## src/rtl/serial_subtractor.sv

```systemverilog
// rtl/serial_subtractor.sv - bit-serial A-B subtractor, LSB first, start/done handshake

module half_subtractor (
   input  logic x,
   input  logic y,
   output logic d,
   output logic bo
);
   assign d  = x ^ y;
   assign bo = ~x & y;
endmodule

module serial_subtractor #(
   parameter int WIDTH = 8
) (
   input  logic             clk,
   input  logic             rst_n,
   input  logic             start,
   input  logic [WIDTH-1:0] a,
   input  logic [WIDTH-1:0] b,
   output logic             busy,
   output logic             done,
   output logic [WIDTH-1:0] diff,
   output logic             borrow_out,
   output logic             zero
);
   // one extra counter bit so the terminal count never aliases to zero
   localparam int CW = $clog2(WIDTH) + 1;

   typedef enum logic [1:0] {
      IDLE  = 2'd0,
      SHIFT = 2'd1,
      DONE  = 2'd2
   } state_t;

   state_t           state, state_nx;
   logic [WIDTH-1:0] sa, sb, sr;
   logic [WIDTH-1:0] sr_nx;
   logic [CW-1:0]    count;
   logic             bff;
   logic             d1, b1, d_bit, b2, bo_bit;
   logic             last;

   // full subtractor for the current bit: two half subtractors plus OR
   half_subtractor u_hs0 (.x(sa[0]), .y(sb[0]), .d(d1),    .bo(b1));
   half_subtractor u_hs1 (.x(d1),    .y(bff),   .d(d_bit), .bo(b2));
   assign bo_bit = b1 | b2;

   assign sr_nx = {d_bit, sr[WIDTH-1:1]};
   assign last  = (count == CW'(WIDTH - 1));
   assign busy  = (state != IDLE);
   assign done  = (state == DONE);

   // state register
   always_ff @(posedge clk or negedge rst_n) begin
      if (!rst_n) begin
         state <= IDLE;
      end else begin
         state <= state_nx;
      end
   end

   // next-state logic: start only honoured in IDLE, DONE lasts one cycle
   always_comb begin
      state_nx = state;
      case (state)
         IDLE:    if (start) state_nx = SHIFT;
         SHIFT:   if (last)  state_nx = DONE;
         DONE:    state_nx = IDLE;
         default: state_nx = IDLE;
      endcase
   end

   // datapath: operand capture, per-bit shift, result publish on the MSB edge
   always_ff @(posedge clk or negedge rst_n) begin
      if (!rst_n) begin
         sa         <= '0;
         sb         <= '0;
         sr         <= '0;
         bff        <= 1'b0;
         count      <= '0;
         diff       <= '0;
         borrow_out <= 1'b0;
         zero       <= 1'b0;
      end else begin
         case (state)
            IDLE: begin
               if (start) begin
                  sa    <= a;
                  sb    <= b;
                  bff   <= 1'b0;
                  count <= '0;
               end
            end
            SHIFT: begin
               sa    <= sa >> 1;
               sb    <= sb >> 1;
               sr    <= sr_nx;
               bff   <= bo_bit;
               count <= count + CW'(1);
               if (last) begin
                  diff       <= sr_nx;
                  borrow_out <= bo_bit;
                  zero       <= (sr_nx == '0);
               end
            end
            default: begin
            end
         endcase
      end
   end
endmodule
```

## config.mk

```make
export PLATFORM = sky130hd
export DESIGN_NAME = serial_subtractor
export DESIGN_NICKNAME = d
export VERILOG_FILES = /design/src/rtl/serial_subtractor.sv
export SDC_FILE = /design/constraint.sdc
export NUM_CORES = 1
export LEC_CHECK = 0
export ABC_CLOCK_PERIOD_IN_PS = 1400
export CAP_MARGIN = 25
export CORE_MARGIN = 1.5
export CORE_UTILIZATION = 42
export CTS_CLUSTER_SIZE = 14
export DETAILED_ROUTE_END_ITERATION = 6
export PLACE_DENSITY = 0.68
export SLEW_MARGIN = 10
export SYNTH_ARGS = -nofsm -noshare
export SYNTH_HDL_FRONTEND = slang
export SYNTH_SLANG_ARGS = --single-unit
```

## constraint.sdc

```tcl
create_clock -name clk -period 1.4 [get_ports clk]
set_clock_uncertainty 0.15 [all_clocks]
set_input_delay 0.28 -clock clk [delete_from_list [all_inputs] [get_ports clk]]
set_output_delay 0.28 -clock clk [all_outputs]
set_load 0.005 [all_outputs]
```

After elaboration in Yosys (flattened, before gate mapping)
Cells that the tools add are included.

operators by class
  $add $sub $neg = 1
  equality and inequality tests = 5
  muxes and demuxes = 11
  bitwise operators = 7
  reduce and logical (&&, ||, !) cells = 7

operator list
  kind                 count
  $pmux 8 s2           2
  $mux 8               2
  $logic_not 8->1      1
  $pmux 4 s2           1
  $reduce_and 2->1     3
  $add 4x1->4 const B  1
  $eq 4x3->1 const B   1
  $mux 2               2
  $mux 4               1
  $ne 2x2->1 const B   2
  $pmux 2 s2           1
  $reduce_bool 2->1    2
  $and 1x1->1          2
  $eq 2x1->1 const B   1
  $eq 2x2->1 const B   1
  $logic_not 2->1      1
  $not 1->1            2
  $pmux 1 s2           1
  $xor 1x1->1          2
  $mux 1               1
  $or 1x1->1           1

word-level totals
  register bits after elaboration = 41
  input bits = 19
  logic and storage cells = 40

Longest topological paths before layout
  word-level depth = 5
  mapped depth = 5
  depth with buffers taken out = 5

Modules after synthesis
A second synthesis with hierarchy kept.

second synthesis, totals
  cells, all modules = 178
  area, all modules = 1,834.3 um2

by module, submodules not included
  module             times used  cells an instance  area an instance (um2)
  serial_subtractor  1           172                1,794.2
  half_subtractor    2           3                  20.0

Worst setup path before layout
OpenSTA, ideal clock, no wires.

  path type = register to register
  start = reg count[0]
  end = reg diff[0]
  library setup time = 0.125 ns
  arrival = 1.236 ns
  required time = 1.125 ns
  slack = -0.111 ns
  stages on the path, launching flop included = 6
  period minus slack after synthesis = 1.511 ns
  cell sequence = dfrtp_1 ha_1 nand2_1 nor3_2 buf_6 mux2_4

on the way
  cells in the longest elaborated chain, start to end = 2

ends and longest elaborated chain
  element                     line  source
  start: declaration          39    logic [CW-1:0] count;
  start signal: assignment    100   count <= count + CW'(1);
  $eq 4x3->1                  50    assign last = (count == CW'(WIDTH - 1));
  $reduce_and 2->1 (no line)  --
  end signal: assignment      102   diff <= sr_nx;
  end: declaration            23    output logic [WIDTH-1:0] diff,

No other way between the ends.
A chain may end at the register's enable or synchronous reset.

Worst setup path after layout
  start = reg state[1]
  end = reg diff[1]

on the way
  cells in the longest elaborated chain, start to end = 2

ends and longest elaborated chain
  element                     line  source
  start: declaration          36    state_t state, state_nx;
  start signal: assignment    59    state <= state_nx;
  $eq 2x1->1                  86    case (state)
  $reduce_and 2->1 (no line)  --

No other way between the ends.

==> metrics.sh <==
STATUS='finished with violations'
FAILED_CHECKS='negative setup slack'
KIND_OF_START_POINT_OF_THE_CRITICAL_PATH='flop'
POST_DP_CELL_AREA_MM2=0.00238
POST_SYNTH_INSTANCE_AREA_MM2=0.00186
SYNTHCELLS=176
PLEAK_uW=0.00139
CLOCK_SINK_COUNT=40
NETS=274
DESIGN.CORE.AREA_MM2=0.00432
NUM_VIAS=1621
GRTUSAGETOTAL_PCT=19.7
WORST_SETUP_PATH_END_KIND='flop'
WORSTPATHCELLLIST='buf_6 -> nand2b_4 -> nor3_4 -> buf_6 -> mux2_4'
YS_TOP_CELLS_BY_AREA='sky130_fd_sc_hd__dfrtp_1 (54%), sky130_fd_sc_hd__a22oi_1 (5.6%), sky130_fd_sc_hd__mux2_4 (5.6%)'
ROOT_BUFFER='sky130_fd_sc_hd__clkbuf_8'
TIMING.SLEW.HEADROOM_PCT=81.1
CP_TOP_FAMILY='flip-flops'
PATH_CLK_SLEW_NS=0.07
IO_PINS=31
DPL.HPWL_UM=2890
DRT_ITER0_MARKERS=118
HP-CLASS='input pin to async pin'
SETUP_VIOL=38
CTS_HTREE_LEVELS=2
WORST-ENDPOINT-ARRIVAL_NS=1.69
CHIPWIDTH_UM=69.6
TIMING.RR.END='diff[1]'
CRITICALPATHCATEGORY='flop to flop'
CTSLONGESTPATHBUFFERS=2
CLOCK.FMAX_MHz=606
YOSYSSEQAREASHARE_PCT=53.7
SYNTH.NET_COUNT=197
DETAIL_ROUTE.VIAS_PER_CELL=5.31
CAP_VIOLATIONS=0
DIE_AREA_MM2=0.00485
TOTAL_ITERATIONS_OF_THE_FIRST_DETAILED_ROUTING_RUN=4
CTS_TREE='done'
FIN_CRIT_SH_PCT=118
FIN_WS_NS=-0.249
RRSETUPSLACK_NS=-0.25
GP_CONGESTION=0.793
POST-ROUTE-MIN-PERIOD_NS=1.65
SYNTH_SEQ_CELLS=40
CRITPATHREQUIREDTIME_NS=1.44
FP-ROW-COUNT=24
SYNTH_CELL_TYPE_COUNT=28
DELAY_CONTRIBUTED_BY_THE_SLOWEST_STAGE_OF_THE_CRITICAL_PATH_NS=0.40
WORST-R2R-CELL-COUNT=5
CRITICAL_PATH_BUF_INV_COUNT=2
VDD_DROP_MAX_mV=0.896
CRITICAL-PATH-TOP-CELL-BY-COUNT='sky130_fd_sc_hd__buf_6'
REMAINING_NUMBER_OF_NETS_FLAGGED_BY_THE_ANTENNA_CHECK_AFTER_ROUTING=0
POWER.TOTAL_uW=6700
COUNT_OF_PINS_OVER_THEIR_SLEW_LIMIT=0
GRT_PASS1_VIAS=1629
FINALINSTANCEAREA_MM2=0.00297
CLOCK_INSERTION_DELAY_WORST_SKEW_NS=0.30
SYNTH-WARNING-COUNT=0
ANTENNA_FOUND_INITIAL=0
DIE_HEIGHT_UM=69.6
SLOWEST_STAGE='sky130_fd_sc_hd__dfrtp_1'
ROUTED_WL_UM=4890
WORST_PIN_SLEW_NS=0.282
SYNTH_TOP_CELL_BY_AREA='sky130_fd_sc_hd__dfrtp_1'
STARTPOINT_OF_THE_WORST_REGISTER_TO_REGISTER_PATH='state[1]'
SETUP_REPAIR_AFTER_GLOBAL_ROUTING_MISSED_ITS_MARGIN='yes'
DRIVE_GT1_SHARE_PCT=41.5
SYNTH_TOP_CELL_AREA_SHARE_PCT=53.7
NUM_ANTENNA_CELLS=0
START_UTIL_PCT=43.1
POST_SYNTH.CELL_AREA_AVG_UM2=10.6
P_PER_AREA_mW_PER_MM2=2250
AREA_GROWTH_SYN_TO_LAYOUT_PCT=59.4
AVGROUTEDWIREPERCELL_UM=16.0
CRITICAL_PATH.MAX_FANOUT=5
NUMPORTBUFFERS=30
POST_DETAILED_ROUTE_DRC_MARKER_COUNT=0
LAYOUT.FILLER_CELLS=309
NUMBER_OF_BUFFERS_CREATED_BY_CTS=5
TIMING.FINAL.HOLD_VIOLATIONS=0
GRT_OVERFLOW_TOTAL=0
GRT_MAX_DEGREE=41
GLOBAL_ROUTE_WIRE_LENGTH_BEFORE_REPAIR_UM=7560
## stage by stage
step	setup TNS, ns	utilization [%]	hold slack [ns]	setup slack [ns]	cells
global route	-6.97	68.7	0.370	-0.319	305
CTS	-6.69	61.9	0.326	-0.255	290
floorplan	-0.704	-	-0.166	-0.0950	176
global placement	-6.11	55.0	0.112	-0.234	272
detailed placement	-6.71	55.0	0.115	-0.270	272
finish	-4.86	68.7	0.318	-0.249	305
## timing repair
action / CTS / global route
gates cloned: 2 / 0
buffers inserted: 8 / 17
endpoints found under the setup margin: 48 / 49
resized for setup: 40 / 65
endpoints found under the hold margin: 40 / 0
pin swaps: 1 / 16
hold buffers: 1 / 0
## area by class of cell
type	instances	area, um^2	share of cell area [%]
tap	52	65.1	2.19
clock buffer	5	68.8	2.32
sequential	40	1000	33.7
timing repair buffer	81	788	26.5
multi-input combinational	121	973	32.8
inverter	4	15.0	0.505
clock inverter	2	60.1	2.02
## registers in the layout, summed over array words and instances, names as in the netlist
name and count:
zero 1, count 4, sa 8, borrow_out 1, state 2, sb 8
diff 8, bff 1, sr 7
## worst min-delay path: stages
cell and delay [ns]:
sky130_fd_sc_hd__dlygate4sd3_1 0.52, sky130_fd_sc_hd__buf_2 0.12, sky130_fd_sc_hd__buf_12 0.22
## synth_stat cells
library cell,instances
sky130_fd_sc_hd__a21oi_1,16
sky130_fd_sc_hd__a22o_1,2
sky130_fd_sc_hd__a22oi_1,14
sky130_fd_sc_hd__a2bb2oi_1,1
sky130_fd_sc_hd__and2b_1,13
sky130_fd_sc_hd__buf_2,5
sky130_fd_sc_hd__buf_6,2
sky130_fd_sc_hd__clkbuf_1,3
sky130_fd_sc_hd__clkbuf_2,1
sky130_fd_sc_hd__dfrtp_1,40
sky130_fd_sc_hd__fa_1,1
sky130_fd_sc_hd__ha_1,1
sky130_fd_sc_hd__inv_1,4
sky130_fd_sc_hd__mux2_2,2
sky130_fd_sc_hd__mux2_4,7
sky130_fd_sc_hd__mux2i_1,2
sky130_fd_sc_hd__nand2_1,28
sky130_fd_sc_hd__nand2b_1,1
sky130_fd_sc_hd__nand3_1,2
sky130_fd_sc_hd__nor2_1,2
sky130_fd_sc_hd__nor2b_1,5
sky130_fd_sc_hd__nor3_2,1
sky130_fd_sc_hd__nor4_1,2
sky130_fd_sc_hd__o21ai_0,17
sky130_fd_sc_hd__o21ai_1,1
sky130_fd_sc_hd__o21bai_1,1
sky130_fd_sc_hd__o311ai_0,1
sky130_fd_sc_hd__or2_2,1
## report_power, final
group          switching [uW]  total (uW)  leakage [uW]  internal [uW]
clock                     413        1120     0.0000642            702
combinational            1450        3490      0.000815           2030
sequential                447        2090      0.000514           1650
total                    2320        6700       0.00139           4380
## cells in the final DEF (no fill, tap or decap), drive strengths merged, types with 5 or more instances in the layout
master	n
dfrtp	40
a21oi	16
buf	52
clkdlybuf4s50	17
nand2	28
clkbuf	5
o21ai	18
and2b	13
clkdlybuf4s15	7
mux2	9
nor2b	5
a22oi	14
## metal layers
metal | share of wire [%] | vias to the layer above | GRT usage [%] | wire length (um)
li1 | - | 766 | - | -
met1 | 45 | 813 | 25.7 | 2190
met2 | 51 | 30 | 31.3 | 2470
met3 | 2.6 | 12 | 5.38 | 128
met4 | 2.2 | 0 | 7.91 | 106
met5 | 0 | - | 0 | 0
## kinds of logic (layout without fill, tap and decap cells)
family | count (synthesis) | count (layout) | synth area share (%)
AND/OR/NAND/NOR | 55 | 55 | 15.4
buffers and inverters | 15 | 92 | 4.23
adder cells (fa/ha/maj) | 2 | 2 | 1.74
flip-flops | 40 | 40 | 53.7
multiplexers | 11 | 11 | 7.92
AO/OA/AOI/OAI | 53 | 53 | 17.0
## how the worst max path moves through the flow
stage	from	endpoint	depth (start not counted)	slack (ns)
2_1_floorplan	count[0]	diff[0]	5	-0.09
3_3_place_gp	state[0]	diff[1]	5	-0.23
3_5_place_dp	start	sa[3]	5	-0.27
4_1_cts	state[1]	diff[2]	5	-0.25
5_1_grt	count[1]	diff[1]	5	-0.32
6_report	state[1]	diff[1]	5	-0.25
(Power assumes the default switching activity.)
